--- src/rtl/btn_repeat_pkg.sv ---
// Shared definitions for the push-button conditioning bank: channel state
// encoding and the counter width derivation.
package btn_repeat_pkg;

    typedef enum logic [2:0] {
        ST_IDLE        = 3'd0,
        ST_DEB_PRESS   = 3'd1,
        ST_HELD_DELAY  = 3'd2,
        ST_HELD_REPEAT = 3'd3,
        ST_DEB_RELEASE = 3'd4
    } btn_state_e;

    // One extra bit above the largest limit so cnt never wraps before it fires.
    function automatic int cnt_width(input int deb, input int dly, input int rate);
        int m;
        m = deb;
        if (dly > m) m = dly;
        if (rate > m) m = rate;
        return $clog2(m) + 1;
    endfunction

endpackage

--- src/rtl/btn_repeat_channel.sv ---
// One button channel: 2-flop synchroniser, debounce/auto-repeat FSM and counter.
// Optional release pulse output when BTN_RELEASE_PULSE_EN is defined.
module btn_repeat_channel
    import btn_repeat_pkg::*;
#(
    parameter int DEBOUNCE_CYC = 4,
    parameter int REPEAT_DELAY = 10,
    parameter int REPEAT_RATE  = 3
) (
    input  logic       Clk,
    input  logic       Reset,
    input  logic       rpt_en,
    input  logic       pb,
    output logic       dpb,
    output logic       scen,
    output logic       rpt,
`ifdef BTN_RELEASE_PULSE_EN
    output logic       rel,
`endif
    output logic [2:0] state_dbg
);

    localparam int CNT_W = cnt_width(DEBOUNCE_CYC, REPEAT_DELAY, REPEAT_RATE);
    localparam logic [CNT_W-1:0] DEB_LAST  = CNT_W'(DEBOUNCE_CYC - 1);
    localparam logic [CNT_W-1:0] DLY_LAST  = CNT_W'(REPEAT_DELAY - 1);
    localparam logic [CNT_W-1:0] RATE_LAST = CNT_W'(REPEAT_RATE - 1);

    logic             s1, s2;
    btn_state_e       state, state_nxt;
    logic [CNT_W-1:0] cnt, cnt_nxt;
    logic             dpb_nxt, scen_nxt, rpt_nxt;
`ifdef BTN_RELEASE_PULSE_EN
    logic             rel_nxt;
`endif

    always_ff @(posedge Clk) begin
        if (Reset) begin
            s1    <= 1'b0;
            s2    <= 1'b0;
            state <= ST_IDLE;
            cnt   <= '0;
            dpb   <= 1'b0;
            scen  <= 1'b0;
            rpt   <= 1'b0;
`ifdef BTN_RELEASE_PULSE_EN
            rel   <= 1'b0;
`endif
        end else begin
            s1    <= pb;
            s2    <= s1;
            state <= state_nxt;
            cnt   <= cnt_nxt;
            dpb   <= dpb_nxt;
            scen  <= scen_nxt;
            rpt   <= rpt_nxt;
`ifdef BTN_RELEASE_PULSE_EN
            rel   <= rel_nxt;
`endif
        end
    end

    always_comb begin
        state_nxt = state;
        cnt_nxt   = cnt + 1'b1;
        dpb_nxt   = dpb;
        scen_nxt  = 1'b0;
        rpt_nxt   = 1'b0;
`ifdef BTN_RELEASE_PULSE_EN
        rel_nxt   = 1'b0;
`endif
        case (state)
            ST_IDLE: begin
                cnt_nxt = '0;
                if (s2) state_nxt = ST_DEB_PRESS;
            end
            ST_DEB_PRESS: begin
                if (!s2) begin
                    state_nxt = ST_IDLE;
                    cnt_nxt   = '0;
                end else if (cnt == DEB_LAST) begin
                    state_nxt = ST_HELD_DELAY;
                    cnt_nxt   = '0;
                    dpb_nxt   = 1'b1;
                    scen_nxt  = 1'b1;
                    rpt_nxt   = 1'b1;
                end
            end
            ST_HELD_DELAY: begin
                if (!s2) begin
                    state_nxt = ST_DEB_RELEASE;
                    cnt_nxt   = '0;
                end else if (cnt == DLY_LAST) begin
                    // A masked channel parks here with the counter pinned.
                    if (rpt_en) begin
                        state_nxt = ST_HELD_REPEAT;
                        cnt_nxt   = '0;
                        rpt_nxt   = 1'b1;
                    end else begin
                        cnt_nxt   = cnt;
                    end
                end
            end
            ST_HELD_REPEAT: begin
                if (!s2) begin
                    state_nxt = ST_DEB_RELEASE;
                    cnt_nxt   = '0;
                end else if (cnt == RATE_LAST) begin
                    cnt_nxt = '0;
                    rpt_nxt = 1'b1;
                end
            end
            ST_DEB_RELEASE: begin
                if (s2) begin
                    state_nxt = ST_HELD_DELAY;
                    cnt_nxt   = '0;
                end else if (cnt == DEB_LAST) begin
                    state_nxt = ST_IDLE;
                    cnt_nxt   = '0;
                    dpb_nxt   = 1'b0;
`ifdef BTN_RELEASE_PULSE_EN
                    rel_nxt   = 1'b1;
`endif
                end
            end
            default: begin
                state_nxt = ST_IDLE;
                cnt_nxt   = '0;
            end
        endcase
    end

    assign state_dbg = state;

endmodule

--- src/rtl/btn_repeat_bank.sv ---
// Bank of N_CH independent button channels (debounce, press pulse, auto-repeat).
// Define BTN_RELEASE_PULSE_EN to add the REL release-pulse output.
module btn_repeat_bank
    import btn_repeat_pkg::*;
#(
    parameter int              N_CH         = 5,
    parameter int              DEBOUNCE_CYC = 4,
    parameter int              REPEAT_DELAY = 10,
    parameter int              REPEAT_RATE  = 3,
    parameter logic [N_CH-1:0] RPT_MASK     = {N_CH{1'b1}}
) (
    input  logic                Clk,
    input  logic                Reset,
    input  logic [N_CH-1:0]     PB,
    output logic [N_CH-1:0]     DPB,
    output logic [N_CH-1:0]     SCEN,
    output logic [N_CH-1:0]     RPT,
`ifdef BTN_RELEASE_PULSE_EN
    output logic [N_CH-1:0]     REL,
`endif
    output logic [3*N_CH-1:0]   state_dbg
);

    for (genvar i = 0; i < N_CH; i++) begin : g_ch
        btn_repeat_channel #(
            .DEBOUNCE_CYC (DEBOUNCE_CYC),
            .REPEAT_DELAY (REPEAT_DELAY),
            .REPEAT_RATE  (REPEAT_RATE)
        ) u_ch (
            .Clk       (Clk),
            .Reset     (Reset),
            .rpt_en    (RPT_MASK[i]),
            .pb        (PB[i]),
            .dpb       (DPB[i]),
            .scen      (SCEN[i]),
            .rpt       (RPT[i]),
`ifdef BTN_RELEASE_PULSE_EN
            .rel       (REL[i]),
`endif
            .state_dbg (state_dbg[3*i +: 3])
        );
    end

endmodule

--- config.mk ---
export PLATFORM = sky130hd
export DESIGN_NAME = btn_repeat_bank
export DESIGN_NICKNAME = d
export VERILOG_FILES = /design/src/rtl/btn_repeat_pkg.sv /design/src/rtl/btn_repeat_channel.sv /design/src/rtl/btn_repeat_bank.sv
export SDC_FILE = /design/constraint.sdc
export NUM_CORES = 1
export LEC_CHECK = 0
export CELL_PAD_IN_SITES_DETAIL_PLACEMENT = 1
export CELL_PAD_IN_SITES_GLOBAL_PLACEMENT = 1
export CORE_UTILIZATION = 45
export DETAILED_ROUTE_END_ITERATION = 6
export PLACE_DENSITY = 0.8
export SKIP_CTS_REPAIR_TIMING = 1
export SLEW_MARGIN = 20
export SYNTH_ARGS = -nofsm -noshare
export SYNTH_HDL_FRONTEND = slang
export SYNTH_HIERARCHICAL = 1
export SYNTH_SLANG_ARGS = --single-unit
--- constraint.sdc ---
create_clock -name Clk -period 2.37 [get_ports Clk]
set_clock_uncertainty 0.1 [all_clocks]
set_input_delay 0.474 -clock Clk [delete_from_list [all_inputs] [get_ports Clk]]
set_output_delay 0.474 -clock Clk [all_outputs]
set_load 0.1 [all_outputs]
==> key figures <==
Status
  – Status: finished clean

Synth
  – Most common cell in the netlist: dfxtp_1
  – Synth top area share: 0.353
  – Post-synth EDFFs: 0
  – Yosys top cell by area: dfxtp_1
  – Top post-synthesis cells by count: 65 x dfxtp_1, 22 x inv_1, 21 x a21oi_1, 21 x nor2_1, 20 x nor3_1
  – Post-Syn Area: 0.00369 mm²
  – Mapped Avg Cell Area: 9.57 µm²
  – Syn Inst Count: 385
  – FF+latch count, synth: 65
  – Netlist cell types: 64
  – Asr flop ratio synth: 0
  – Sequential fraction of the synthesis area: 0.353
  – Synth top area cells: dfxtp_1 35%, ha_1 5.1%, a21oi_1 2.9%
  – Warnings from Yosys: 6
  – Synth Flop Type: dfxtp_1

Clock network
  – CTS Buffer Depth: 2
  – Clock slew at reported path FFs: 0.07 ns
  – Clock Tree Root: clkbuf_8
  – CTS Sinks: 65
  – H-Tree Depth: 3
  – CTS buffer count: 9
  – CTS tree: built
  – Worst skew pair latency: 0.34 ns

Detailed routing
  – 1st-iter DRT viols: 87
  – Top sig layer: met4
  – WL met1: 3820 µm
  – Drt via density: 5.67
  – # DRC: 0
  – WL/cell: 15.8 µm
  – Vias: 3055
  – DRT antenna net count: 0
  – WL met3: 224 µm
  – First-pass DRT Iterations: 4
  – Met2 WL: 4330 µm
  – Final wirelength: 8490 µm

Floorplan
  – I/O pin count: 37
  – Die Area: 0.00856 mm²
  – Floorplan row count: 32
  – Die Y: 92.5 µm
  – Initial Util: 0.472
  – Core area: 0.00781 mm²
  – Die Width: 92.5 µm

Hold path
  – Worst hold path type: flip-flop to flip-flop
  – WHS Path Cells: 1

Global routing
  – First-pass GRT wire length: 14000 µm
  – Number of antenna violations at the first check in global routing: 0
  – GRT Resource Usage Total: 0.207
  – Pin count of the biggest net entering global routing: 23
  – Vias in the first global route: 3045
  – Total grt overflow: 0

Finish
  – Area taken by multi-input logic gates: 0.00223 mm²
  – Fin nets: 456
  – Design Area, Final: 0.00423 mm²
  – Area occupied by registers: 0.00130 mm²
  – Area delta synth->final: 14.9%
  – Layout fillers: 912
  – Share of cells above drive strength 1: 0.201
  – Diodes inserted: 0

STA
  – Final worst slack: 0.444 ns
  – Tcrit/Tclk final: 0.813
  – Fin Hold WS: 0.338 ns
  – Total Neg Setup Slack: 0 ns
  – Final setup viols: 0
  – Final min period: 1.93 ns
  – Final Hold Viols: 0
  – RSZ-0062 raised after global routing: false
  – Fmax: 0.519 GHz
  – Max-slew violation count: 0

Power
  – Pwr Density: 481 mW/mm²
  – Worst ir drop on vdd: 0.318 mV
  – Leak Pwr: 0.00151 µW

Critical path
  – Startpoint types: flip-flop
  – Worst Path Buf+Inv: 1
  – CP Class: flip-flop to output port
  – CP max stage delay: 0.63 ns
  – Critical Path Fanout Max: 13
  – Reg2Reg Depth: 5
  – Slowest-stage cell, CP: dfxtp_1
  – Worst EP arrival: 1.35 ns
  – FF-to-FF setup slack: 0.45 ns
  – Largest delay share family, worst path: flip-flops
  – CP Capture Type: output port
  – CP Depth: 1
  – Critical path data required time: 1.80 ns
  – Critical-path cell list: buf_4

Placement
  – Port bufs: 36
  – Worst slack at placement: 0.452 ns
  – RePlAce Congestion: 0.809
  – Area after DPL: 0.00407 mm²
  – DP HPWL: 6320 µm

Job
  – MaxCap Viol Count: 0
==> final cells by class <==
class                           instances  area share
Clock buffer                           11      0.0358
Multi-Input combinational cell        296       0.527
Clock inverter                          3     0.00414
Sequential cell                        65       0.307
Tap cell                              102      0.0301
Inverter                               22      0.0195
Timing Repair Buffer                   40      0.0762
==> path summary, 6_finish.rpt <==
kind / from / to
setup / recovery: g_ch[3].u_ch/state_dbg[0] / state_dbg[9]
setup reg to reg: g_ch[3].u_ch/cnt[0] / g_ch[3].u_ch/dpb
hold reg to reg: g_ch[2].u_ch/s1 / g_ch[2].u_ch/s2
hold / removal: g_ch[2].u_ch/s1 / g_ch[2].u_ch/s2
==> metrics by stage <==
stage / std cells / total power (µW) / utilization
3_5_place_dp: 525 / 1240 / 0.521
5_1_grt: 539 / 2120 / 0.542
2_1_floorplan: 401 / 1210 / -
6_report: 539 / 2040 / 0.542
3_3_place_gp: 525 / 1230 / 0.521
4_1_cts: 539 / 2070 / 0.542
==> sequential cells by signal, indices dropped and copies added (netlist names) <==
name,cells
g_ch.u_ch/scen,5
g_ch.u_ch/s1,5
g_ch.u_ch/cnt,25
g_ch.u_ch/rpt,5
g_ch.u_ch/state_dbg,15
g_ch.u_ch/dpb,5
g_ch.u_ch/s2,5
==> logic make-up after synthesis <==
kind of cell / synth area share
simple gates: 0.322
compound gates: 0.181
flops: 0.353
buf+inv: 0.0580
fa+ha+maj: 0.0509
xor+xnor: 0.0285
mux: 0.00543
other cells: 0.00102
==> per-layer routing <==
layer,up-vias,GRT usage
met2,47,0.365
met4,0,0.0938
met1,1483,0.243
met5,-,0
met3,11,0.0369
li1,1514,-
==> power breakdown <==
| group | switching (µW) | internal [µW] | total [µW] |
|---|---|---|---|
| clock network | 405 | 421 | 826 |
| registers | 15.4 | 1100 | 1120 |
| logic | 60.4 | 33.5 | 93.9 |
| total | 481 | 1560 | 2040 |
==> placed cells by master, fill, tap and decap left out, drive strengths merged, types with 3 or more instances in the layout <==
master / synthesis / final
or3: 7 / 7
nand3: 12 / 12
nand4bb: 4 / 4
a21oi: 22 / 22
conb: 1 / 17
and3: 4 / 4
clkbuf: 5 / 11
a2111oi: 6 / 6
buf: 13 / 35
o21a: 4 / 4
or3b: 5 / 5
or2b: 6 / 6
nand2b: 4 / 4
nor2: 23 / 23
nand3b: 10 / 10
nand2: 9 / 9
o21ai: 10 / 10
a211oi: 11 / 11
nor2b: 14 / 14
o22ai: 5 / 5
o31ai: 4 / 4
clkdlybuf4s50: 0 / 5
o32ai: 5 / 5
xor2: 7 / 7
and4bb: 4 / 4
nand4b: 4 / 4
ha: 15 / 15
dfxtp: 65 / 65
nor4: 6 / 6
nor3b: 6 / 6
nor4b: 13 / 13
nor3: 23 / 23
and3b: 3 / 3
xnor2: 5 / 5
inv: 22 / 22
a31oi: 9 / 9
o311a: 4 / 4
(Power assumes the default switching activity.)
